[config.mk]
export PLATFORM = sky130hd
export DESIGN_NAME = minmax_tracker
export DESIGN_NICKNAME = d
export VERILOG_FILES = /design/src/rtl/minmax_tracker.sv
export SDC_FILE = /design/constraint.sdc
export NUM_CORES = 1
export LEC_CHECK = 0
export CORE_MARGIN = 2
export CORE_UTILIZATION = 30
export CTS_CLUSTER_SIZE = 8
export DETAILED_ROUTE_END_ITERATION = 8
export GPL_TIMING_DRIVEN = 0
export PLACE_DENSITY_LB_ADDON = 0.2
export SETUP_SLACK_MARGIN = 0.15
export SLEW_MARGIN = 20
export SYNTH_ARGS = -nofsm -noshare
export SYNTH_HDL_FRONTEND = slang
export SYNTH_SLANG_ARGS = --single-unit
[constraint.sdc]
create_clock -name clk -period 14.1 [get_ports clk]
set_input_delay 2.82 -clock clk [delete_from_list [all_inputs] [get_ports clk]]
set_output_delay 2.82 -clock clk [all_outputs]
set_load 0.02 [all_outputs]
[src/rtl/minmax_tracker.sv]
// Running global min/max over a frame of N (min,max) pairs from the sorter stage.
// Results and range are final when the one-cycle done pulse is high, then held until the next start.
module minmax_tracker #(
  parameter int w = 6,
  parameter int N = 8
) (
  input  logic         clk,
  input  logic         rst,
  input  logic         start,
  input  logic         in_valid,
  input  logic [w-1:0] in_min,
  input  logic [w-1:0] in_max,
  output logic         busy,
  output logic         done,
  output logic [w-1:0] g_min,
  output logic [w-1:0] g_max,
  output logic [w-1:0] range,
  output logic [7:0]   count
);

  typedef enum logic [1:0] {IDLE, ACCUM, DONE} state_t;

  state_t       state, state_nxt;
  logic [w-1:0] lo, hi, nxt_min, nxt_max;
  logic         last;

  // Order the incoming pair first so an unordered pair cannot corrupt either bound.
  always_comb begin
    lo      = (in_min < in_max) ? in_min : in_max;
    hi      = (in_min < in_max) ? in_max : in_min;
    nxt_min = (lo < g_min) ? lo : g_min;
    nxt_max = (hi > g_max) ? hi : g_max;
  end

  assign last = in_valid && (count == 8'(N - 1));

  always_ff @(posedge clk) begin
    if (!rst) state <= IDLE;
    else      state <= state_nxt;
  end

  always_comb begin
    state_nxt = state;
    case (state)
      IDLE:    if (start) state_nxt = ACCUM;
      ACCUM:   if (last)  state_nxt = DONE;
      DONE:    state_nxt = IDLE;
      default: state_nxt = IDLE;
    endcase
  end

  assign busy = (state == ACCUM);
  assign done = (state == DONE);

  always_ff @(posedge clk) begin
    if (!rst) begin
      g_min <= '1;
      g_max <= '0;
      range <= '0;
      count <= '0;
    end else begin
      case (state)
        IDLE: if (start) begin
          g_min <= '1;
          g_max <= '0;
          count <= '0;
        end
        ACCUM: if (in_valid) begin
          g_min <= nxt_min;
          g_max <= nxt_max;
          count <= count + 8'd1;
          // range lands on the same edge as the last pair, so done sees final values
          if (last) range <= nxt_max - nxt_min;
        end
        default: ;
      endcase
    end
  end

endmodule

==> impl_metrics.ini, run 1 <==
[drt]
wl_per_cell_um = 13.0
drt_iter0_drc = 76
drt-vias-per-instance = 4.82
drtPass1Iterations = 4
wl_um = 4850
ant_nets = 0
drc_errors = 0
vias = 1792

[cells_and_area]
mostFrequentLayoutCells = clkdlybuf4s50_1, nor2_1, nand2_1
final_nets = 335
area_growth_pct = 28.0
drive_gt1_share_pct = 7.46
regArea_um2 = 561
final_common_cell = clkdlybuf4s50_1
postLayoutCoreUtil_pct = 40.2
diodes = 0
fillCellCount = 674
multiInputGateArea_um2 = 1350

[placed_design]
place.detailed.hpwl_um = 3990
portBuffers = 43
gp_congestion = 0.750

[clock_tree]
htree_levels = 1
insertion_delay_ns = 0.27
root_buffer = clkbuf_8
cts.reportedPaths.clkPinSlew_ns = 0.09
cts_sinks = 28
hold_buffers = 0
post-cts-setup-buffer-count = 0
cts_inserted_buffers = 3
cts.path.max_buffers = 2
post_cts_resized = 0
cts_tree = yes

[yosys]
syn_nets = 287
synth_ff_type = dfxtp_1
synth_cell_types = 47
synth-seq-cells = 28
ys_warn_count = 0
syn_avg_cell_area_um2 = 8.15
synth_edf_count = 0
seq_area_frac_synth_pct = 27.6
async_reset_ff_share_pct = 0
syn_area_um2 = 2030
syn_inst = 249

[global_route]
antenna_found_initial = 0
grt_pass1_wl_um = 7870
grt_max_degree = 15
gr-total-overflow = 0
grt_usage_pct = 13.2
grt_pass1_vias = 1664

[sta]
post-route-min-period_ns = 7.63
worst_pin_slew_ns = 0.650
setup_tns_ns = 0
maxSlewViolCount = 0
fin_crit_sh_pct = 54.1
rsz0062_at_grt = no
finalHoldViolations = 0
worst_clock_skew_ns = 0.00690
fmax_mhz = 131
setup_violations = 0
relSlewSlack_pct = 56.5

[run]
maxCapViolCount = 0

[setup_path]
worstPathMaxFanout = 10
crit_required_ns = 14.26
cp.arrival_ns = 7.79
worst_setup_path_end_kind = register
startpoint_type = input pin
crit_type = input pin to register

[die]
num_rows = 29
ios = 44
core_area_um2 = 6460
die_w_um = 86.2
dieArea_um2 = 7430
initial_core_util_pct = 31.4
die_height_um = 86.2

[hold_path]
holdCritPathClass = register to register

[power]
ir_drop_uv = 52.6
power_leakage_nw = 1.09
p_per_area_nw_per_um2 = 84.7

[status]
run_status = finished, final reports clean
==> worst max-delay path: stages <==
cell and delay [ns]:
clkdlybuf4s50_1 0.50, inv_1 0.05, ha_1 0.34, nand4_1 0.14, o21ai_1 0.35, clkbuf_1 0.39, mux2_2 0.41, ha_1 0.30
a21oi_1 0.22, o21ai_2 0.12, o41ai_4 0.62, nand2_1 0.11, o21ai_0 0.13, ha_1 0.19, inv_1 0.06, fa_1 0.40
nand2_1 0.07, a21oi_1 0.04, a211o_1 0.31, nand4b_1 0.12, o221ai_2 0.09
==> final cells by class <==
class                           count  share of cell area (%)
Clock buffer                        3                    1.59
Sequential cell                    28                    21.6
Buffer                              5                    1.49
Inverter                           21                    3.04
Multi-Input combinational cell    195                    52.0
Tap cell                           77                    3.71
Timing Repair Buffer               43                    16.6
==> stage by stage <==
step / worst slack, ns / instance area [um^2] / cells / hold WS [ns] / power (mW)
detailed placement: 6.14 / 2550 / 369 / 0.485 / 0.179
global placement: 6.20 / 2550 / 369 / 0.491 / 0.178
finish: 6.47 / 2600 / 372 / 0.502 / 0.220
CTS: 6.43 / 2600 / 372 / 0.510 / 0.224
floorplan: 7.18 / 2030 / 249 / 0.483 / 0.153
global route: 6.11 / 2600 / 372 / 0.529 / 0.238
==> state kept, by name (all words and copies together), names as in the netlist <==
name / flops
state: 2
g_min: 6
count: 8
g_max: 6
range: 6
==> cell families after synthesis <==
group	Yosys count	share of synthesized area, %
multiplexers	17	9.25
buffers and inverters	26	5.80
XOR/XNOR	10	4.32
flip-flops	28	27.6
AND/OR/NAND/NOR	89	19.2
adder cells (fa/ha/maj)	23	14.5
AO/OA/AOI/OAI	56	19.2
==> synth_stat cells (all sizes together) (5+ instances only) <==
| master | count | area (um^2) |
|---|---|---|
| ha | 21 | 263 |
| dfxtp | 28 | 561 |
| a21oi | 22 | 114 |
| xor2 | 6 | 52.6 |
| mux2i | 9 | 93.8 |
| inv | 21 | 78.8 |
| nand2 | 33 | 124 |
| nor2 | 35 | 131 |
| mux2 | 8 | 93.8 |
| clkbuf | 5 | 38.8 |
| nand3 | 6 | 30.0 |
| o21ai | 12 | 63.8 |
==> final timing paths <==
| kind | startpoint | to | slack, ns | depth (start not counted) |
|---|---|---|---|---|
| worst max-delay path | in_max[5] | range[4] | 6.47 | 21 |
| worst min-delay path | count[1] | count[1] | 0.50 | 2 |
| worst max register to register | g_min[5] | range[4] | 10.75 | 15 |
| worst min register to register | count[1] | count[1] | 0.50 | 2 |
==> per-layer routing <==
metal / GRT usage [%] / vias to the layer above / share of wire (%)
met5: 0 / - / 0
met4: 2.13 / 0 / 0.50
met3: 2.67 / 2 / 3.2
met2: 21.6 / 22 / 46
met1: 18.3 / 804 / 51
li1: - / 964 / -
==> report_power, final <==
group,internal (mW),switching [mW],leakage (nW)
logic,0.0416,0.0526,0.840
registers,0.0811,0.00222,0.227
clock network,0.0191,0.0232,0.0216
total,0.142,0.0780,1.09
Power figures use the tool's default switching activity.
==> inputs of run 2 (changes only) <==
clock period = 7.75 ns   (was 14.1 ns; I/O delays follow)
==> results of run 2 <==
Same layout as run 1 (identical final DEF). Status: finished, final reports clean.
Main changes from that run: setup slack after placement 6.14 ns -> 1.06 ns; setup slack after layout 6.47 ns -> 1.39 ns; register-to-register setup slack 10.75 ns -> 4.40 ns; total power 0.220 mW -> 0.400 mW; worst IR drop on VDD 52.6 uV -> 95.7 uV
==> inputs of run 3 (changes only) <==
clock period = 6 ns   (was 7.75 ns; I/O delays follow)
==> impl_metrics.ini, run 3 (synthesis results as in run 1) <==
[sta]
worst_clock_skew_ns = 0.00681
maxSlewViolCount = 0
post-route-min-period_ns = 5.61
finalHoldViolations = 0
relSlewSlack_pct = 59.1
setup_violations = 0
whs_ns = 0.502
fin_crit_sh_pct = 93.5
worst_pin_slew_ns = 0.614
fmax_mhz = 178
rsz0062_at_grt = yes

[die]
core_area_um2 = 6460
num_rows = 29
ios = 44
initial_core_util_pct = 31.4
dieArea_um2 = 7430
die_height_um = 86.2
die_w_um = 86.2

[cells_and_area]
final_nets = 341
diodes = 0
final_common_cell = clkdlybuf4s50_1
largest_reg_flops = 8
fillCellCount = 671
mostFrequentLayoutCells = clkdlybuf4s50_1, nor2_1, nand2_1
fin_cells = 378
area_growth_pct = 30.7
regArea_um2 = 561
multiInputGateArea_um2 = 1360
drive_gt1_share_pct = 10.3
top_register = count

[clock_tree]
htree_levels = 1
cts_sinks = 28
insertion_delay_ns = 0.27
cts_inserted_buffers = 3
cts.path.max_buffers = 2
cts.reportedPaths.clkPinSlew_ns = 0.09
cts_tree = yes
root_buffer = clkbuf_8
hold_buffers = 0

[drt]
wl_per_cell_um = 13.1
drc_errors = 0
wl_um = 4950
vias = 1827
drtPass1Iterations = 4
drt-vias-per-instance = 4.83
drt_iter0_drc = 68
ant_nets = 0

[setup_path]
r2r_setup_slack_ns = 2.76
crit_required_ns = 6.16
worstPathMaxFanout = 10
r2r-end = range[4]
r2r_cells = 16
startpoint_type = input pin
cp.arrival_ns = 5.76
crit_path_end = range[4]
worst_setup_path_end_kind = register
crit_type = input pin to register
setup.worst_path.start = in_max[5]
r2r-start = g_max[1]

[power]
power_leakage_nw = 1.12
power.switching_uw = 187
ir_drop_uv = 124
power_uw = 529
p_sw_share_pct = 35.3
power_frac_seq_pct = 37.0
pwr-share-comb_pct = 44.2
p_clk_share_pct = 18.8
p_per_area_nw_per_um2 = 200
power.internal_uw = 342

[placed_design]
portBuffers = 43
dp.cells = 369
place.detailed.hpwl_um = 3990
gp_congestion = 0.750

[global_route]
grt_usage_pct = 13.3
grt_max_degree = 15
gr-total-overflow = 0
grt_pass1_vias = 1689
grt_pass1_wl_um = 7910
antenna_found_initial = 0

[hold_path]
holdCritPathClass = register to register
whs_path_depth = 2

[run]
maxCapViolCount = 0

[status]
run_status = finished, final reports clean
run 3: stage by stage:
step	util [%]	cell area, um^2	TNS (ns)	setup WS (ns)
final	41.0	2650	0	0.393
after global routing	41.0	2650	0	0.122
after CTS	40.5	2620	0	0.179
after detailed placement	39.6	2550	-0.978	-0.339
after global placement	39.6	2550	-0.744	-0.281
after floorplan	-	2030	0	0.701
run 3: what timing repair did:
item / CTS / global route
hold endpoints to repair: 0 / 0
pin swaps: 1 / 1
gates resized for setup: 0 / 4
buffers inserted: 3 / 3
setup endpoints to repair: 4 / 4
run 3: power groups by stage:
stage               Clock (mW)  Combinational [mW]  Sequential [mW]
floorplan                    0               0.155            0.204
global placement             0               0.218            0.200
detailed placement           0               0.221            0.200
CTS                      0.107               0.225            0.196
global route             0.113               0.260            0.197
finish                  0.0996               0.234            0.196
run 3: layer usage:
metal  vias to the layer above  global-route usage, %  routed length [um]
met3                         2                   2.67                 179
met1                       821                   18.2                2470
li1                        979                      -                   -
met5                         -                      0                   0
met2                        25                   22.0                2270
met4                         0                   2.13                  24
run 3: layout make-up:
class / instances / share of cell area [%]
multi-input cells: 195 / 51.2
flip-flops and latches: 28 / 21.2
repair buffers: 49 / 17.9
well taps: 77 / 3.64
inverters: 21 / 2.97
clock buffers: 3 / 1.56
plain buffers: 5 / 1.51
run 3: how the worst min path moves through the flow:
stage          startpoint        to  slack [ns]
2_1_floorplan    state[1]  state[0]        0.48
4_1_cts          count[1]  count[1]        0.51
3_5_place_dp     range[1]  range[1]        0.48
6_report         range[1]  range[1]        0.50
5_1_grt          count[1]  count[1]        0.53
3_3_place_gp     range[3]  range[3]        0.49
run 3: worst max-delay path: stages:
cell	delay, ns
clkdlybuf4s50_1	0.50
inv_1	0.05
ha_1	0.34
nand4_1	0.16
o21ai_2	0.27
clkbuf_2	0.28
mux2_2	0.39
ha_1	0.30
a21oi_1	0.21
o21ai_2	0.12
o41ai_4	0.42
nand2_1	0.08
o21ai_0	0.12
ha_1	0.19
inv_1	0.06
fa_1	0.40
nand2_1	0.07
a21oi_1	0.04
a211o_1	0.31
nand4b_1	0.13
o221ai_2	0.09
